File: src/rtl/bios_ctrl_pkg.sv
// Shared definitions for the dual-bank BIOS failover controller:
// FSM state encoding, bank identifiers and the chip-select gating helper.
package bios_ctrl_pkg;

  typedef enum logic [2:0] {
    ST_IDLE        = 3'd0,
    ST_BOOT_WAIT   = 3'd1,
    ST_RUN         = 3'd2,
    ST_FAILOVER    = 3'd3,
    ST_UPDATE      = 3'd4,
    ST_RESET_PULSE = 3'd5,
    ST_LOCKOUT     = 3'd6
  } state_t;

  localparam logic BANK_MAIN   = 1'b0;
  localparam logic BANK_SECOND = 1'b1;

  // A flash sees the CPU/BMC chip-select only when it is the routed bank and not blocked.
  function automatic logic gate_csn(input logic csn, input logic route,
                                    input logic bank, input logic blocked);
    return (blocked || (route != bank)) ? 1'b1 : csn;
  endfunction

endpackage

File: src/rtl/bios_hb_monitor.sv
// Two-flop synchronizer followed by an any-edge detector for a slow asynchronous level.
// any_edge pulses for one clk, three clk edges after the pin changes.
module bios_hb_monitor (
  input  logic clk,
  input  logic rst,
  input  logic raw,
  output logic any_edge
);

  logic [1:0] sync_reg;
  logic       dly_reg;

  always_ff @(posedge clk or posedge rst) begin
    if (rst) begin
      sync_reg <= 2'b00;
      dly_reg  <= 1'b0;
    end else begin
      sync_reg <= {sync_reg[0], raw};
      dly_reg  <= sync_reg[1];
    end
  end

  assign any_edge = sync_reg[1] ^ dly_reg;

endmodule

File: src/rtl/bios_failover_ctrl.sv
// Boot supervisor for two QSPI BIOS banks: heartbeat/boot watchdog, bank failover with
// CPU POR pulse, retry lockout, and BMC-driven update routing with glitch-free bank switching.
module bios_failover_ctrl
  import bios_ctrl_pkg::*;
#(
  parameter int BOOT_TIMEOUT_MS = 120000,
  parameter int HB_LOSS_MS      = 2000,
  parameter int POR_PULSE_MS    = 100,
  parameter int MAX_RETRY       = 3,
  parameter int CNT_W           = 17
) (
  input  logic       clk,
  input  logic       rst,
  input  logic       tick_1ms,
  input  logic       boot_start,
  input  logic       heartbeat,
  input  logic       upd_req,
  input  logic       upd_target,
  input  logic       upd_done,
  input  logic       csn_in,
  output logic       csn0_out,
  output logic       csn1_out,
  output logic       por_n,
  output logic       active_bank,
  output logic [2:0] state_o,
  output logic [1:0] fail_cnt
);

  // Limits are compared against the pre-tick count so the limit-th tick itself fires.
  localparam logic [CNT_W-1:0] BOOT_LIM  = CNT_W'(BOOT_TIMEOUT_MS - 1);
  localparam logic [CNT_W-1:0] HB_LIM    = CNT_W'(HB_LOSS_MS - 1);
  localparam logic [CNT_W-1:0] POR_LIM   = CNT_W'(POR_PULSE_MS - 1);
  localparam logic [1:0]       RETRY_LIM = 2'(MAX_RETRY);

  state_t           state_reg;
  logic [CNT_W-1:0] cnt_reg;
  logic [1:0]       fail_reg;
  logic             active_bank_reg;
  logic             pending_bank_reg;
  logic             route_reg;
  logic             upd_target_reg;
  logic             por_n_reg;
  logic [1:0]       csn_sync_reg;

  logic hb_edge;
  logic boot_hit;
  logic hb_hit;
  logic por_hit;
  logic retry_last;
  logic blocked;
  logic [1:0] csn_vec;

  bios_hb_monitor u_hb_monitor (
    .clk      (clk),
    .rst      (rst),
    .raw      (heartbeat),
    .any_edge (hb_edge)
  );

  assign boot_hit   = tick_1ms && (cnt_reg >= BOOT_LIM);
  assign hb_hit     = tick_1ms && (cnt_reg >= HB_LIM);
  assign por_hit    = tick_1ms && (cnt_reg >= POR_LIM);
  assign retry_last = ({1'b0, fail_reg} + 3'd1) >= {1'b0, RETRY_LIM};

  always_ff @(posedge clk or posedge rst) begin
    if (rst) begin
      csn_sync_reg <= 2'b11;
    end else begin
      csn_sync_reg <= {csn_sync_reg[0], csn_in};
    end
  end

  always_ff @(posedge clk or posedge rst) begin
    if (rst) begin
      state_reg        <= ST_IDLE;
      cnt_reg          <= '0;
      fail_reg         <= 2'd0;
      active_bank_reg  <= BANK_MAIN;
      pending_bank_reg <= BANK_MAIN;
      route_reg        <= BANK_MAIN;
      upd_target_reg   <= BANK_MAIN;
      por_n_reg        <= 1'b1;
    end else begin
      if (tick_1ms && !(&cnt_reg)) begin
        cnt_reg <= cnt_reg + CNT_W'(1);
      end
      // Bank changes land only while the flash is deselected.
      if (csn_sync_reg[1]) begin
        active_bank_reg <= pending_bank_reg;
        route_reg       <= (state_reg == ST_UPDATE) ? upd_target_reg : pending_bank_reg;
      end

      unique case (state_reg)
        ST_IDLE: begin
          if (boot_start) begin
            state_reg <= ST_BOOT_WAIT;
            cnt_reg   <= '0;
          end
        end
        ST_BOOT_WAIT: begin
          if (hb_edge) begin
            cnt_reg <= '0;
          end
          if (boot_hit && !hb_edge) begin
            state_reg <= ST_FAILOVER;
            cnt_reg   <= '0;
          end else if (upd_req) begin
            upd_target_reg <= upd_target;
            state_reg      <= ST_UPDATE;
            cnt_reg        <= '0;
          end else if (hb_edge) begin
            fail_reg  <= 2'd0;
            state_reg <= ST_RUN;
          end
        end
        ST_RUN: begin
          if (hb_edge) begin
            cnt_reg <= '0;
          end
          if (hb_hit && !hb_edge) begin
            state_reg <= ST_FAILOVER;
            cnt_reg   <= '0;
          end else if (upd_req) begin
            upd_target_reg <= upd_target;
            state_reg      <= ST_UPDATE;
            cnt_reg        <= '0;
          end
        end
        ST_FAILOVER: begin
          cnt_reg <= '0;
          if (retry_last) begin
            fail_reg  <= RETRY_LIM;
            state_reg <= ST_LOCKOUT;
          end else begin
            fail_reg         <= fail_reg + 2'd1;
            pending_bank_reg <= ~active_bank_reg;
            por_n_reg        <= 1'b0;
            state_reg        <= ST_RESET_PULSE;
          end
        end
        ST_RESET_PULSE: begin
          if (por_hit) begin
            por_n_reg <= 1'b1;
            state_reg <= ST_BOOT_WAIT;
            cnt_reg   <= '0;
          end
        end
        ST_UPDATE: begin
          if (upd_done) begin
            pending_bank_reg <= BANK_MAIN;
            fail_reg         <= 2'd0;
            por_n_reg        <= 1'b0;
            state_reg        <= ST_RESET_PULSE;
            cnt_reg          <= '0;
          end
        end
        ST_LOCKOUT: begin
          if (upd_req) begin
            upd_target_reg <= upd_target;
            state_reg      <= ST_UPDATE;
            cnt_reg        <= '0;
          end
        end
        default: begin
          state_reg <= ST_IDLE;
          cnt_reg   <= '0;
        end
      endcase
    end
  end

  assign blocked = (state_reg == ST_LOCKOUT) || (state_reg == ST_RESET_PULSE);

  for (genvar gi = 0; gi < 2; gi++) begin : g_csn
    assign csn_vec[gi] = gate_csn(csn_in, route_reg, (gi == 1), blocked);
  end

  assign csn0_out    = csn_vec[0];
  assign csn1_out    = csn_vec[1];
  assign por_n       = por_n_reg;
  assign active_bank = active_bank_reg;
  assign state_o     = state_reg;
  assign fail_cnt    = fail_reg;

endmodule

File: config.mk
export PLATFORM = sky130hd
export DESIGN_NAME = bios_failover_ctrl
export DESIGN_NICKNAME = d
export VERILOG_FILES = /design/src/rtl/bios_ctrl_pkg.sv /design/src/rtl/bios_hb_monitor.sv /design/src/rtl/bios_failover_ctrl.sv
export SDC_FILE = /design/constraint.sdc
export NUM_CORES = 1
export LEC_CHECK = 0
export ABC_AREA = 1
export CORE_ASPECT_RATIO = 0.8
export CORE_MARGIN = 2
export CORE_UTILIZATION = 40
export DETAILED_ROUTE_END_ITERATION = 7
export PLACE_DENSITY = 0.56
export SLEW_MARGIN = 25
export SYNTH_ARGS = -nofsm -noshare
export SYNTH_HDL_FRONTEND = slang
export SYNTH_SLANG_ARGS = --single-unit
File: constraint.sdc
create_clock -name clk -period 2.85 [get_ports clk]
set_input_delay 0.57 -clock clk [delete_from_list [all_inputs] [get_ports clk]]
set_output_delay 0.57 -clock clk [all_outputs]
set_load 0.05 [all_outputs]
==> qor.csv <==
metric,value,unit
finalHoldViolations,0,
p_leak,1.20,nW
setup-violations-final,0,
grt_pass1_vias,1738,
synth_top_area_share,0.332,
netlist_instances,303,
cts_tree,yes,
worst_pin_slew,0.494,ns
syn-cell-area,0.00219,mm^2
synth.area.top_cells,"dfrtp_1 33%, nand2_1 12%, nor2_1 7.6%",
drt-total-wl,4830,um
fin_setup_tns,0,ns
grt_pass1_wl,8220,um
crit_type,flip-flop to flip-flop,
fp.coreArea,0.00538,mm^2
timing.fmax,397,MHz
num_antenna_cells,0,
firstDrtPassIters,4,
cts_setup_buffers,0,
cp.required,3.02,ns
post_cts_resized,0,
die_y,70.1,um
maxCapViolations,0,
drive_above_1_share,0.195,
holdPathStages,0,
finalMaxSlewViolations,0,
vias,1902,
finClkSkew,0.00893,ns
reg2reg_depth,14,
area_delta_synth_final,16.0,%
die-area,0.00608,mm^2
initial_core_util,0.407,
antenna_left,0,
path_clk_slew,0.08,ns
r2r_setup_slack,0.33,ns
p_per_area,807,mW/mm^2
grt_util_all_layers,0.173,
cts_made_buffers,5,
fillCellCount,541,
synth.distinct_cells,34,
nets,338,
clockBufferDepth,2,
rr_startpoint,cnt_reg[0],
avgRoutedWirePerCell,12.3,um
worstSkewPairLatency,0.29,ns
grt_max_degree,33,
syn_nets,314,
ys_ff_latch,32,
cts_num_sinks,32,
syn_area_per_cell,7.22,um^2
die_x,86.7,um
drt_iter0_drc,97,
io_buffers,17,
arrival,2.69,ns
gr-total-overflow,0,
vias_per_cell,4.84,
vdd_drop_max,369,uV
cp-end-kind,flip-flop,
cts_max_level,2,
io_pins,18,
drcViolationCount,0,
worstPathMaxFanout,7,
status,completed,
largest_reg_flops,17,
yosysWarnings,0,
row_count,24,
cts-root-buf,clkbuf_8,
period_minus_slack,2.52,ns
grt_setup_unrepaired,false,
period_share,0.884,
startpoint_type,flip-flop,
timing.rr.end,cnt_reg[15],
max_slew_margin,0.670,
gp_congestion,0.838,
hp-class,flip-flop to flip-flop,
hold_buffers,0,
antenna_found_initial,0,
fin_hold_ws,0.358,ns
cp-endpoint,cnt_reg[15],
yosys.area.top_type,dfrtp_1,
dpl.hpwl,3680,um
seq_area_frac_synth,0.368,
cp-startpoint,cnt_reg[0],
[cells in the final DEF, fill, tap and decap left out, types with 2 or more instances in the layout]
cell              n
ha_1              2
nor2_1           44
clkdlybuf4s50_1  15
nand3_1          30
nor3_1            2
nand3_2           2
nand4_1           6
nor2_2            5
clkbuf_8          5
dfstp_2           3
buf_4             4
dfrtp_1          29
nand2_2           8
o21ai_0          14
nor2_4           13
inv_2             8
a21oi_1           6
inv_1            39
nor3_2            2
or2_2             3
nand2_1          71
[area by class of cell]
| cell class | instances | area (um^2) | area share |
|---|---|---|---|
| timing repair buffer | 19 | 180 | 0.0710 |
| tap | 65 | 81.3 | 0.0321 |
| multi-input combinational | 222 | 1180 | 0.466 |
| clock inverter | 3 | 42.5 | 0.0168 |
| inverter | 47 | 176 | 0.0696 |
| clock buffer | 5 | 68.8 | 0.0271 |
| sequential | 32 | 805 | 0.317 |
[where the power goes]
group          internal (W)  total (W)  switching (W)  leakage, nW
Sequential         0.000532   0.000625      0.0000926        0.420
Combinational      0.000306   0.000972       0.000667        0.725
Clock              0.000259   0.000449       0.000190       0.0541
[stage by stage]
stage	cell area, um^2	utilization	total power, W	setup WS (ns)	std cells
2_1_floorplan	2190	-	0.00143	0.707	303
5_1_grt	2540	0.472	0.00221	0.0633	393
4_1_cts	2540	0.472	0.00207	0.313	393
3_3_place_gp	2420	0.451	0.00162	0.326	385
3_5_place_dp	2420	0.451	0.00162	0.342	385
6_report	2540	0.472	0.00205	0.330	393
[cell usage after synthesis]
cell type,number
xnor2_1,1
or2_4,1
xor2_1,1
inv_2,8
o21ai_2,1
dfrtp_1,29
nor2_8,1
nand3_4,1
ha_1,2
inv_1,39
or2_2,3
o21ai_0,14
nand4_1,6
nor2_4,13
a31o_2,1
clkbuf_1,1
o31ai_1,1
nand2_2,8
nor3_1,2
a22oi_1,1
nor2_1,44
nand2_4,1
buf_12,1
nor2_2,5
dfstp_2,3
nor3_2,2
nand2_1,71
mux2_2,1
a21oi_2,1
a21oi_1,6
nand3_1,30
o211ai_1,1
nand3_2,2
o22ai_1,1
[metal layers]
metal | up-vias | GRT usage | share of wire
li1 | 1006 | - | -
met5 | - | 0 | 0
met1 | 845 | 0.283 | 0.56
met2 | 44 | 0.223 | 0.40
met3 | 7 | 0.0366 | 0.038
met4 | 0 | 0.0434 | 0.0089
[how the worst min path moves through the flow]
stage / startpoint / to / slack, ns
2_1_floorplan: u_hb_monitor.sync_reg[0] / u_hb_monitor.sync_reg[1] / 0.33
3_3_place_gp: u_hb_monitor.sync_reg[0] / u_hb_monitor.sync_reg[1] / 0.33
3_5_place_dp: csn_sync_reg[0] / csn_sync_reg[1] / 0.35
5_1_grt: csn_sync_reg[0] / csn_sync_reg[1] / 0.37
6_report: csn_sync_reg[0] / csn_sync_reg[1] / 0.36
4_1_cts: csn_sync_reg[0] / csn_sync_reg[1] / 0.36
[logic make-up after synthesis]
family                   Yosys count  share of synthesized area
AND/OR/NAND/NOR                  190                      0.445
buffers and inverters             49                     0.0915
flip-flops                        32                      0.368
AO/OA/AOI/OAI                     27                     0.0709
XOR/XNOR                           2                    0.00801
adder cells (fa/ha/maj)            2                     0.0114
multiplexers                       1                    0.00515
[critical path: stages (launching register included)]
cell     delay (ns)
dfrtp_1        0.42
ha_1           0.25
nand3_2        0.13
nor2_4         0.06
nand3_1        0.06
nor2_1         0.04
ha_1           0.18
inv_1          0.05
nand2_1        0.14
nor2_1         0.21
nand4_1        0.17
nor2_2         0.24
nand2_1        0.09
o21ai_0        0.30
nor2_4         0.06
Note: power is estimated with default switching activity, not from simulation.
